## src/rtl/fs_pkg.sv

```systemverilog
// Purpose : shared types and constants for the bit-serial subtractor slice.
// Latency : n/a (declarations only).
// Backpressure: n/a.
// Contents: FSM state encoding, default operand width and its counter width.
package fs_pkg;

   localparam int FS_WIDTH = 32;
   localparam int FS_CNT_W = $clog2(FS_WIDTH);

   typedef enum logic [1:0] {
      IDLE  = 2'd0,
      SHIFT = 2'd1,
      DONE  = 2'd2
   } fs_state_e;

endpackage

```

## src/rtl/fs1bit.sv

```systemverilog
// Purpose : 1-bit full subtractor cell, diff = a - b - bin.
// Latency : combinational.
// Backpressure: none.
// Ports   : a, b, bin (in, 1b) ; diff, bout (out, 1b).
module fs1bit (
   input  logic a,
   input  logic b,
   input  logic bin,
   output logic diff,
   output logic bout
);

   assign diff = a ^ b ^ bin;
   // Borrow when b exceeds a outright, or when a == b and a borrow is pending.
   assign bout = (~a & b) | (~(a ^ b) & bin);

endmodule

```

## src/rtl/fs32bit_serial.sv

```systemverilog
// Purpose : bit-serial n-bit subtractor d = a - b - bin, LSB first, one fs1bit cell.
// Latency : done pulses n+1 edges after the accepting edge; one op per n+2 cycles.
// Backpressure: start is only sampled in IDLE; requests while busy are dropped.
// Ports   : clk, rst (sync, active-high), start, a[n], b[n], bin in;
//           busy, done (1-cycle pulse), d[n], bout out (d/bout held until next done).
module fs32bit_serial
   import fs_pkg::*;
#(
   parameter int n = FS_WIDTH
) (
   input  logic         clk,
   input  logic         rst,
   input  logic         start,
   input  logic [n-1:0] a,
   input  logic [n-1:0] b,
   input  logic         bin,
   output logic         busy,
   output logic         done,
   output logic [n-1:0] d,
   output logic         bout
);

   localparam int CW = $clog2(n);

   fs_state_e    state;
   logic [n-1:0] a_sr;
   logic [n-1:0] b_sr;
   logic [n-1:0] res_sr;
   logic         br;
   logic [CW-1:0] cnt;
   logic         diff;
   logic         br_nxt;

   fs1bit u_cell (
      .a    (a_sr[0]),
      .b    (b_sr[0]),
      .bin  (br),
      .diff (diff),
      .bout (br_nxt)
   );

   assign busy = (state != IDLE);

   always_ff @(posedge clk) begin
      if (rst) begin
         state  <= IDLE;
         a_sr   <= '0;
         b_sr   <= '0;
         res_sr <= '0;
         br     <= 1'b0;
         cnt    <= '0;
         done   <= 1'b0;
         d      <= '0;
         bout   <= 1'b0;
      end else begin
         done <= 1'b0;
         case (state)
            IDLE: begin
               if (start) begin
                  a_sr  <= a;
                  b_sr  <= b;
                  br    <= bin;
                  cnt   <= '0;
                  state <= SHIFT;
               end
            end
            SHIFT: begin
               // Result fills from the top so bit 0 lands in d[0] after n shifts.
               res_sr <= {diff, res_sr[n-1:1]};
               a_sr   <= a_sr >> 1;
               b_sr   <= b_sr >> 1;
               br     <= br_nxt;
               cnt    <= cnt + 1'b1;
               if (cnt == CW'(n - 1)) begin
                  state <= DONE;
               end
            end
            DONE: begin
               done  <= 1'b1;
               d     <= res_sr;
               bout  <= br;
               state <= IDLE;
            end
            default: begin
               state <= IDLE;
            end
         endcase
      end
   end

endmodule

```

## config.mk

```make
export PLATFORM = sky130hd
export DESIGN_NAME = fs32bit_serial
export DESIGN_NICKNAME = d
export VERILOG_FILES = /design/src/rtl/fs_pkg.sv /design/src/rtl/fs1bit.sv /design/src/rtl/fs32bit_serial.sv
export SDC_FILE = /design/constraint.sdc
export NUM_CORES = 1
export LEC_CHECK = 0
export ABC_AREA = 1
export CORE_MARGIN = 2
export CORE_UTILIZATION = 52
export CTS_CLUSTER_DIAMETER = 60
export DETAILED_ROUTE_END_ITERATION = 12
export GPL_TIMING_DRIVEN = 1
export HOLD_SLACK_MARGIN = 0.15
export PLACE_DENSITY = 0.79
export SYNTH_ARGS = -nofsm -noshare
export SYNTH_HDL_FRONTEND = slang
export SYNTH_SLANG_ARGS = --single-unit
```

## constraint.sdc

```tcl
create_clock -name clk -period 1.45 [get_ports clk]
set_input_delay 0.2175 -clock clk [delete_from_list [all_inputs] [get_ports clk]]
set_output_delay 0.2175 -clock clk [all_outputs]
set_load 0.01 [all_outputs]
```

Word-level counts from Yosys, hierarchy flattened:

Index checks and enable logic that the tools add are counted.

* bits in registers: 138
* bits of input ports: 68
* logic and storage cells: 39

* $add $sub $neg: 1
* eq/ne operators: 5
* muxes and demuxes: 12
* bitwise gates (word level): 7
* reduce and logical (&&, ||, !) cells: 5

Operators by type and width (number)
* $pmux W32 S2: 2
* $mux W32: 2
* $pmux W5 S2: 1
* $add A5 B1 Y5 const B: 1
* $eq A5 B5 Y1 const B: 1
* $mux W5: 1
* $mux W2: 2
* $ne A2 B2 Y1 const B: 2
* $pmux W2 S2: 1
* $reduce_and A2 Y1: 2
* $reduce_bool A2 Y1: 2
* $and A1 B1 Y1: 2
* $eq A2 B1 Y1 const B: 1
* $eq A2 B2 Y1 const B: 1
* $logic_not A2 Y1: 1
* $mux W1: 2
* $not A1 Y1: 2
* $pmux W1 S2: 1
* $xor A1 B1 Y1: 2
* $or A1 B1 Y1: 1

Longest topological paths before layout:

Gate-level depths: netlist of run 1.

* word-level depth: 5
* mapped depth: 8
* mapped depth without buffers: 7

Hierarchy:

A second synthesis of run 1 with hierarchy kept.

* cells, all modules: 815
* area total of the unflattened synthesis: 5547.8 µm²

By module, submodules not included
* fs32bit_serial: times used 1, cells an instance 811, area an instance 5516.5 µm², seq. area each 2762.6 µm²
* fs1bit: times used 1, cells an instance 4, area an instance 31.3 µm², seq. area each 0.0 µm²

Worst setup path after synthesis of run 1:

No wires, ideal clock.

* path type: register -> register
* start point: register state[1]
* end point: register br
* data arrival time: 1.108 ns
* required time: 1.333 ns
* setup slack: 0.225 ns
* cell stages (with the launch flop): 8
* buffers on the path: 2
* path through: dfxtp_1 -> inv_2 -> nand2_2 -> nand2_1 -> buf_4 -> buf_6 -> o21ai_0 -> nor2_1

* cells in the longest elaborated chain, start to end: 3
* elaborated cells between the ends (all ways): 6
* those cells by class: eq/ne (2); mux (1); reduce/logical (3)

Ends and longest elaborated chain
* from (decl): line fs32bit_serial.sv:25 `fs_state_e state;`
* from (signal assigned): line fs32bit_serial.sv:46 `state <= IDLE;`
* from (signal assigned): line fs32bit_serial.sv:64 `state <= SHIFT;`
* from (signal assigned): line fs32bit_serial.sv:75 `state <= DONE;`
* $eq A2 B1 Y1 or $logic_not A2 Y1 (tied branches): line fs32bit_serial.sv:57 `case (state)`
* $reduce_bool A2 Y1 (no line) or $ne A2 B2 Y1 (tied branches)
* $reduce_and A2 Y1 (no line)
* to (signal assigned): line fs32bit_serial.sv:62 `br <= bin;`
* to (signal assigned): line fs32bit_serial.sv:72 `br <= br_nxt;`
* to (decl): line fs32bit_serial.sv:29 `logic br;`

Parallel ways exist; a longest one is shown, timed or not.
A chain may end at the register's enable or synchronous reset.

Worst setup path in the final report of run 1:

* start point: register state[0]
* end point: output busy

* cells in the longest elaborated chain, start to end: 1

Ends and longest elaborated chain
* $reduce_bool A2 Y1: line fs32bit_serial.sv:42 `assign busy = (state != IDLE);`
* to (decl): line fs32bit_serial.sv:17 `output logic busy,`

No other way between the ends.

==> results.toml, run 1 <==
[pwr]
combPwrFrac_pct = 12.4
power_density_nw_per_um2 = 1277
p_leak_nw = 3.593
p_int_mw = 7.040
p_sw_share_pct = 26.68
p_switching_mw = 2.562
peakVddDrop_mv = 0.9549
clockPowerShare_pct = 44.0
seqPwrFrac_pct = 43.5

[routing]
vias = 5449
routed_wl_um = 13760
avgViaCountPerCell = 5.045
wl_per_cell_um = 12.74
drcViolationCount = 0
postRouteAntennaNets = 0
drtIter0Drc = 309
drtPass1Iterations = 5

[clock_tree]
cts_tree = "yes"
cts_sinks = 138
ctsLongestPathBuffers = 2
clkTransAtPathRegs_ns = 0.06
cts_buffers = 17
root_buffer = "clkbuf_8"
insertion_delay_ns = 0.52
postCtsHoldBufs = 0
htreeDepth = 4

[critical_path]
crit_family = "flip-flops"
crit_slowest_cell = "dfxtp_4"
arrival_ns = 1.22
crit_buf_inv = 2
critPathRequiredTime_ns = 1.23
end_kind = "output pin"
crit_chain = "nor2_4 -> inv_2 -> buf_6"
cpPeakStageDelay_ns = 0.36
critPathMaxFanout = 4
cp-start-kind = "register"
crit_type = "register to output pin"

[cells_and_area]
fin_util_pct = 69.65
area_delta_synth_final_pct = 30.69
finalNonFillerCells = 1080
finalNetCount = 998
drive_gt1_share_pct = 7.553
layout_commonest_cell = "nor2_1"
final_cell_mix = "nor2_1 (230), nand2_1 (160), dfxtp_1 (136)"
num_antenna_cells = 0

[timing]
period_share_pct = 99.12
whs_ns = 0.1731
worst_slew_pin_slew_ns = 0.4510
finalSetupViolCount = 0
drv_slew = 0
hold_viol_final = 0
final.min_clock_period_ns = 1.437
relSlewSlack_pct = 69.86
clock.fmax_mhz = 695.8
rsz0062_at_grt = "yes"
fin_skew_ns = 0.01119

[global_routing]
grt_max_degree = 49
grt-ovfl-total = 0
grt_first_pass_wirelength_um = 22280
antenna_found_initial = 0
track_usage_pct = 23.55
grt_pass1_vias = 4768

[synthesis]
synthCells = 839
synth_cell_types = 22
syn_avg_cell_area_um2 = 6.856
ys_warn_count = 0
synth_seq_area_share_pct = 48.03
syn_nets = 910
syn_area_um2 = 5752
synth-seq-cells = 138

[hold_path]
hold_class = "primary input to register"

[floorplanning]
num_rows = 38
dieArea_um2 = 11920
start_util_pct = 53.29
dieWidth_um = 109.2
die_y_um = 109.2
core_um2 = 10790
num_io_pins = 103

[job]
drv_cap = 0

[place]
gp_congestion = 0.7735
dpl.hpwl_um = 8214
port_buffers = 102
dp.cells = 1044

[outcome]
outcome = "complete, no violations"
-- cell usage after synthesis, drive strengths merged --
library cell	count	area (um^2)
inv	59	221.5
o21ai	73	365.3
nand2	163	616.8
a21oi	3	15.01
nand3	100	500.5
buf	33	181.4
nor2	234	898.4
fa	1	20.02
clkbuf	24	90.09
dfxtp	138	2763
o22ai	1	6.260
nor3	1	5.000
nand4	7	43.79
ha	2	25.02
-- state kept, by name, indices dropped and copies added (netlist names) --
| register | count |
|---|---|
| a_sr | 32 |
| state | 2 |
| b_sr | 32 |
| bout | 1 |
| res_sr | 32 |
| br | 1 |
| cnt | 5 |
| done | 1 |
| d | 32 |
-- timing repair --
action | CTS | global route
buffers inserted | 0 | 3
hold endpoints to repair | 0 | 0
endpoints found under the setup margin | 65 | 4
resized for setup | 40 | 9
pin swaps | 0 | 1
cloned | 0 | 1
-- tightest hold or removal path: stages --
cell and delay, ns:
buf_2 0.18, nand2_1 0.15, o22ai_1 0.09
-- power by group through the flow --
| stage | Clock (mW) | Combinational [mW] | Sequential, mW |
|---|---|---|---|
| after floorplan | 0 | 0.748 | 4.22 |
| after global placement | 0 | 1.11 | 4.25 |
| after detailed placement | 0 | 1.13 | 4.26 |
| after CTS | 4.27 | 1.14 | 4.18 |
| after global routing | 4.45 | 1.34 | 4.20 |
| final | 4.23 | 1.20 | 4.18 |
-- logic make-up (layout without fill, tap and decap cells) --
| family | after synthesis | after routing | share of synthesized area (%) |
|---|---|---|---|
| adders and majority gates | 3 | 3 | 0.7831 |
| DFF | 138 | 138 | 48.03 |
| buffers and inverters | 116 | 217 | 8.571 |
| and+or+nand+nor | 505 | 505 | 35.89 |
| AOI/OAI and AO/OA | 77 | 77 | 6.722 |
-- path summary, 6_finish.rpt --
check | slack, ns | depth (start not counted) | end | start
setup / recovery | 0.01 | 3 | busy | state[0]$_SDFFE_PP0P_
hold / removal | 0.17 | 3 | state[0]$_SDFFE_PP0P_ | start
hold reg to reg | 0.46 | 2 | a_sr[3]$_SDFFE_PP0P_ | a_sr[4]$_SDFFE_PP0P_
setup reg to reg | 0.09 | 7 | a_sr[12]$_SDFFE_PP0P_ | state[0]$_SDFFE_PP0P_
-- through the flow --
stage | power, mW | setup WS [ns] | area, um^2 | TNS [ns]
after global routing | 9.992 | -0.02841 | 7517 | -0.02841
after global placement | 5.362 | -0.2142 | 6902 | -3.250
after detailed placement | 5.383 | -0.2654 | 6902 | -3.859
final | 9.602 | 0.01281 | 7517 | 0
after floorplan | 4.969 | 0.2254 | 5752 | 0
after CTS | 9.591 | -0.1588 | 7451 | -0.1588
-- area by class of cell --
type	count	area, um^2
Clock buffer	18	417.9
Clock inverter	14	161.4
Fill cell	886	3276
Inverter	59	221.5
Multi-Input combinational cell	585	2519
Sequential cell	138	2768
Tap cell	140	175.2
Timing Repair Buffer	126	1255
-- per-layer routing --
layer / track usage, % / wire length (um)
met1: 31.42 / 6333
met2: 38.15 / 6544
met3: 4.065 / 666
met4: 9.042 / 216
met5: 0 / 0
(Power assumes the default switching activity.)
==> inputs of run 2 (changes only) <==
ABC_AREA = not set   (was 1)
CELL_PAD_IN_SITES_DETAIL_PLACEMENT = 0   (was not set)
CELL_PAD_IN_SITES_GLOBAL_PLACEMENT = 2   (was not set)
CORE_UTILIZATION = 31   (was 52)
PLACE_DENSITY = not set   (was 0.79)
PLACE_DENSITY_LB_ADDON = 0.1   (was not set)
==> run 2 against run 1 <==
  * Flip-flop and latch count unchanged
  * Non-clock buffer count decreased by 1
  * Hold slack improved by 0.24 ns
  * Worst setup slack improved by 0.088 ns
  * Sequential share of layout area increased by 0.23 points
  * Register-to-register slack about the same
  * Critical path type is now register to register
  * Largest cell class unchanged
==> results.toml, run 2 <==
[global_routing]
antenna_found_initial = 0
grt_pass1_vias = 4553
grt-ovfl-total = 0
track_usage_pct = 14.59
grt_max_degree = 104
grt_first_pass_wirelength_um = 23190

[critical_path]
crit_family = "flip-flops"
crit_buf_inv = 2
cpPeakStageDelay_ns = 0.39
cp_common_cell = "buf_4"
r2r_cells = 5
r2r_end = "b_sr[17]$_SDFFE_PP0P_"
crit_chain = "buf_4 -> nor4b_2 -> buf_4 -> and2_1 -> a221o_1"
critPathRequiredTime_ns = 1.74
cp-start-kind = "register"
r2r_start = "state[0]$_SDFFE_PP0P_"
crit_type = "register to register"
end_kind = "register"
rrSetupSlack_ns = 0.10
critPathMaxFanout = 12
arrival_ns = 1.64
crit_slowest_cell = "dfxtp_2"

[timing]
drv_slew = 0
relSlewSlack_pct = 55.18
finalSetupViolCount = 0
hold_viol_final = 0
fin_skew_ns = 0.006933
rsz0062_at_grt = "no"
clock.fmax_mhz = 741.1
worst_slew_pin_slew_ns = 0.6723
final.min_clock_period_ns = 1.349
period_share_pct = 93.06
setup_ws_ns = 0.1006

[synthesis]
syn_avg_cell_area_um2 = 8.501
ys_warn_count = 0
synth-edff-count = 0
yosysMostFrequentCell = "dfxtp_1"
synth_cell_types = 35
synth_seq_area_share_pct = 49.16
synth-async-reset-ratio_pct = 0
yosys.area.top_type = "dfxtp_1"
synth_area_leaders = "dfxtp_1 (49%), nand2_1 (8.8%), o2bb2ai_1 (7.6%)"
synthCells = 661
synth_top_area_share_pct = 49.16
syn_nets = 732
syn_area_um2 = 5619
synth-seq-cells = 138
ys_dominant_reg_cell = "dfxtp_1"
synth_common_cells = "dfxtp_1 (138), nand2_1 (132), nor2_1 (106)"

[routing]
routed_wl_um = 13920
postRouteAntennaNets = 0
avgViaCountPerCell = 4.859
drtIter0Drc = 208
drtPass1Iterations = 4
vias = 4786
wl_per_cell_um = 14.14
drcViolationCount = 0

[hold_path]
hold_path.startpoint = "a[31]"
hold_path_end = "a_sr[31]$_SDFFE_PP0P_"
hold_class = "primary input to register"
min_path_cells = 2

[cells_and_area]
layout_commonest_cell = "dfxtp_1"
fin_util_pct = 41.69
num_antenna_cells = 0
drive_gt1_share_pct = 10.58
area_delta_synth_final_pct = 32.82
finalNetCount = 814
final_cell_mix = "dfxtp_1 (136), nand2_1 (132), nor2_1 (105)"

[clock_tree]
cts_buffers = 17
cts_tree = "yes"
ctsLongestPathBuffers = 2
htreeDepth = 4
cts_sinks = 138
clkTransAtPathRegs_ns = 0.06
root_buffer = "clkbuf_16"
insertion_delay_ns = 0.41

[place]
gp_congestion = 0.7119
port_buffers = 102
pre_cts_ws_ns = -0.06641
dpl.hpwl_um = 8568

[pwr]
p_leak_nw = 2.836
power_density_nw_per_um2 = 1328
peakVddDrop_mv = 0.8348
finalPower_mw = 9.909

[floorplanning]
die_y_um = 138.6
dieArea_um2 = 19220
num_io_pins = 103
core_um2 = 17900
num_rows = 49
start_util_pct = 31.39
dieWidth_um = 138.6

[job]
drv_cap = 0

[outcome]
outcome = "complete, no violations"
[run 2: cell types whose count changed in the layout (fill, tap and decap cells not counted), sizes merged, moves of 31 or more]
cell,previous run,this run
a21oi,3,66
nand3,100,2
o2bb2ai,0,49
inv,66,4
o21ai,73,0
nor2,234,107
a211oi,0,54
nand2,163,132
[run 2: through the flow]
| step | hold slack [ns] | instances | area (um^2) | setup TNS [ns] |
|---|---|---|---|---|
| after floorplan | 0.3430 | 661 | 5619 | 0 |
| after global placement | 0.4422 | 952 | 6855 | 0 |
| after detailed placement | 0.4456 | 952 | 6855 | -0.5176 |
| after CTS | 0.3943 | 985 | 7465 | 0 |
| after global routing | 0.3989 | 985 | 7463 | 0 |
| final | 0.4144 | 985 | 7463 | 0 |
[run 2: kinds of logic after synthesis]
group / count (synthesis) / share of synthesized area [%]
AO/OA/AOI/OAI: 190 / 24.98
flip-flops: 138 / 49.17
multiplexers: 1 / 0.2004
AND/OR/NAND/NOR: 263 / 18.79
adder cells (fa/ha/maj): 3 / 0.8015
buffers and inverters: 66 / 6.057
[run 2: worst max-delay path by stage]
| stage | start | endpoint | slack [ns] | cells past startpoint |
|---|---|---|---|---|
| after CTS | state[0]$_SDFFE_PP0P_ | busy | 0.0006 | 3 |
| after floorplan | state[1]$_SDFFE_PP0P_ | a_sr[27]$_SDFFE_PP0P_ | 0.17 | 5 |
| after global placement | state[1]$_SDFFE_PP0P_ | b_sr[3]$_SDFFE_PP0P_ | 0.02 | 3 |
| after global routing | state[0]$_SDFFE_PP0P_ | res_sr[30]$_SDFFE_PP0P_ | 0.006 | 5 |
| after detailed placement | state[1]$_SDFFE_PP0P_ | b_sr[25]$_SDFFE_PP0P_ | -0.07 | 3 |
| final | state[0]$_SDFFE_PP0P_ | b_sr[17]$_SDFFE_PP0P_ | 0.10 | 5 |
[run 2: where the power goes]
part | internal [mW] | switching, mW
Clock | 3.01 | 1.63
Sequential | 4.01 | 0.122
Combinational | 0.550 | 0.591
Total | 7.57 | 2.34
[run 2: layer usage]
| metal | GRT usage, % | up-vias | routed length, um |
|---|---|---|---|
| met3 | 3.660 | 14 | 536 |
| met5 | 0 | - | 0 |
| met4 | 4.678 | 0 | 180 |
| met2 | 22.93 | 94 | 6382 |
| li1 | - | 2449 | - |
| met1 | 19.80 | 2229 | 6825 |
[run 2: what timing repair did]
item,in CTS,in global routing
setup buffers,0,0
hold buffers,1,0
resized for setup,38,2
endpoints found under the setup margin,46,3
endpoints found under the hold margin,4,0
[run 2: cell type report]
type | count | area, um^2
inverters | 4 | 15.01
repair buffers | 125 | 1232
clock inverters | 11 | 167.7
multi-input cells | 457 | 2526
fillers | 1824 | 10440
well taps | 229 | 286.5
flip-flops and latches | 138 | 2765
clock buffers | 21 | 470.5
[run 2: worst register-to-register path, cell delays in order (launching register included)]
cell and delay, ns:
dfxtp_2 0.39, buf_4 0.22, nor4b_2 0.08, buf_4 0.16, and2_1 0.15, a221o_1 0.25
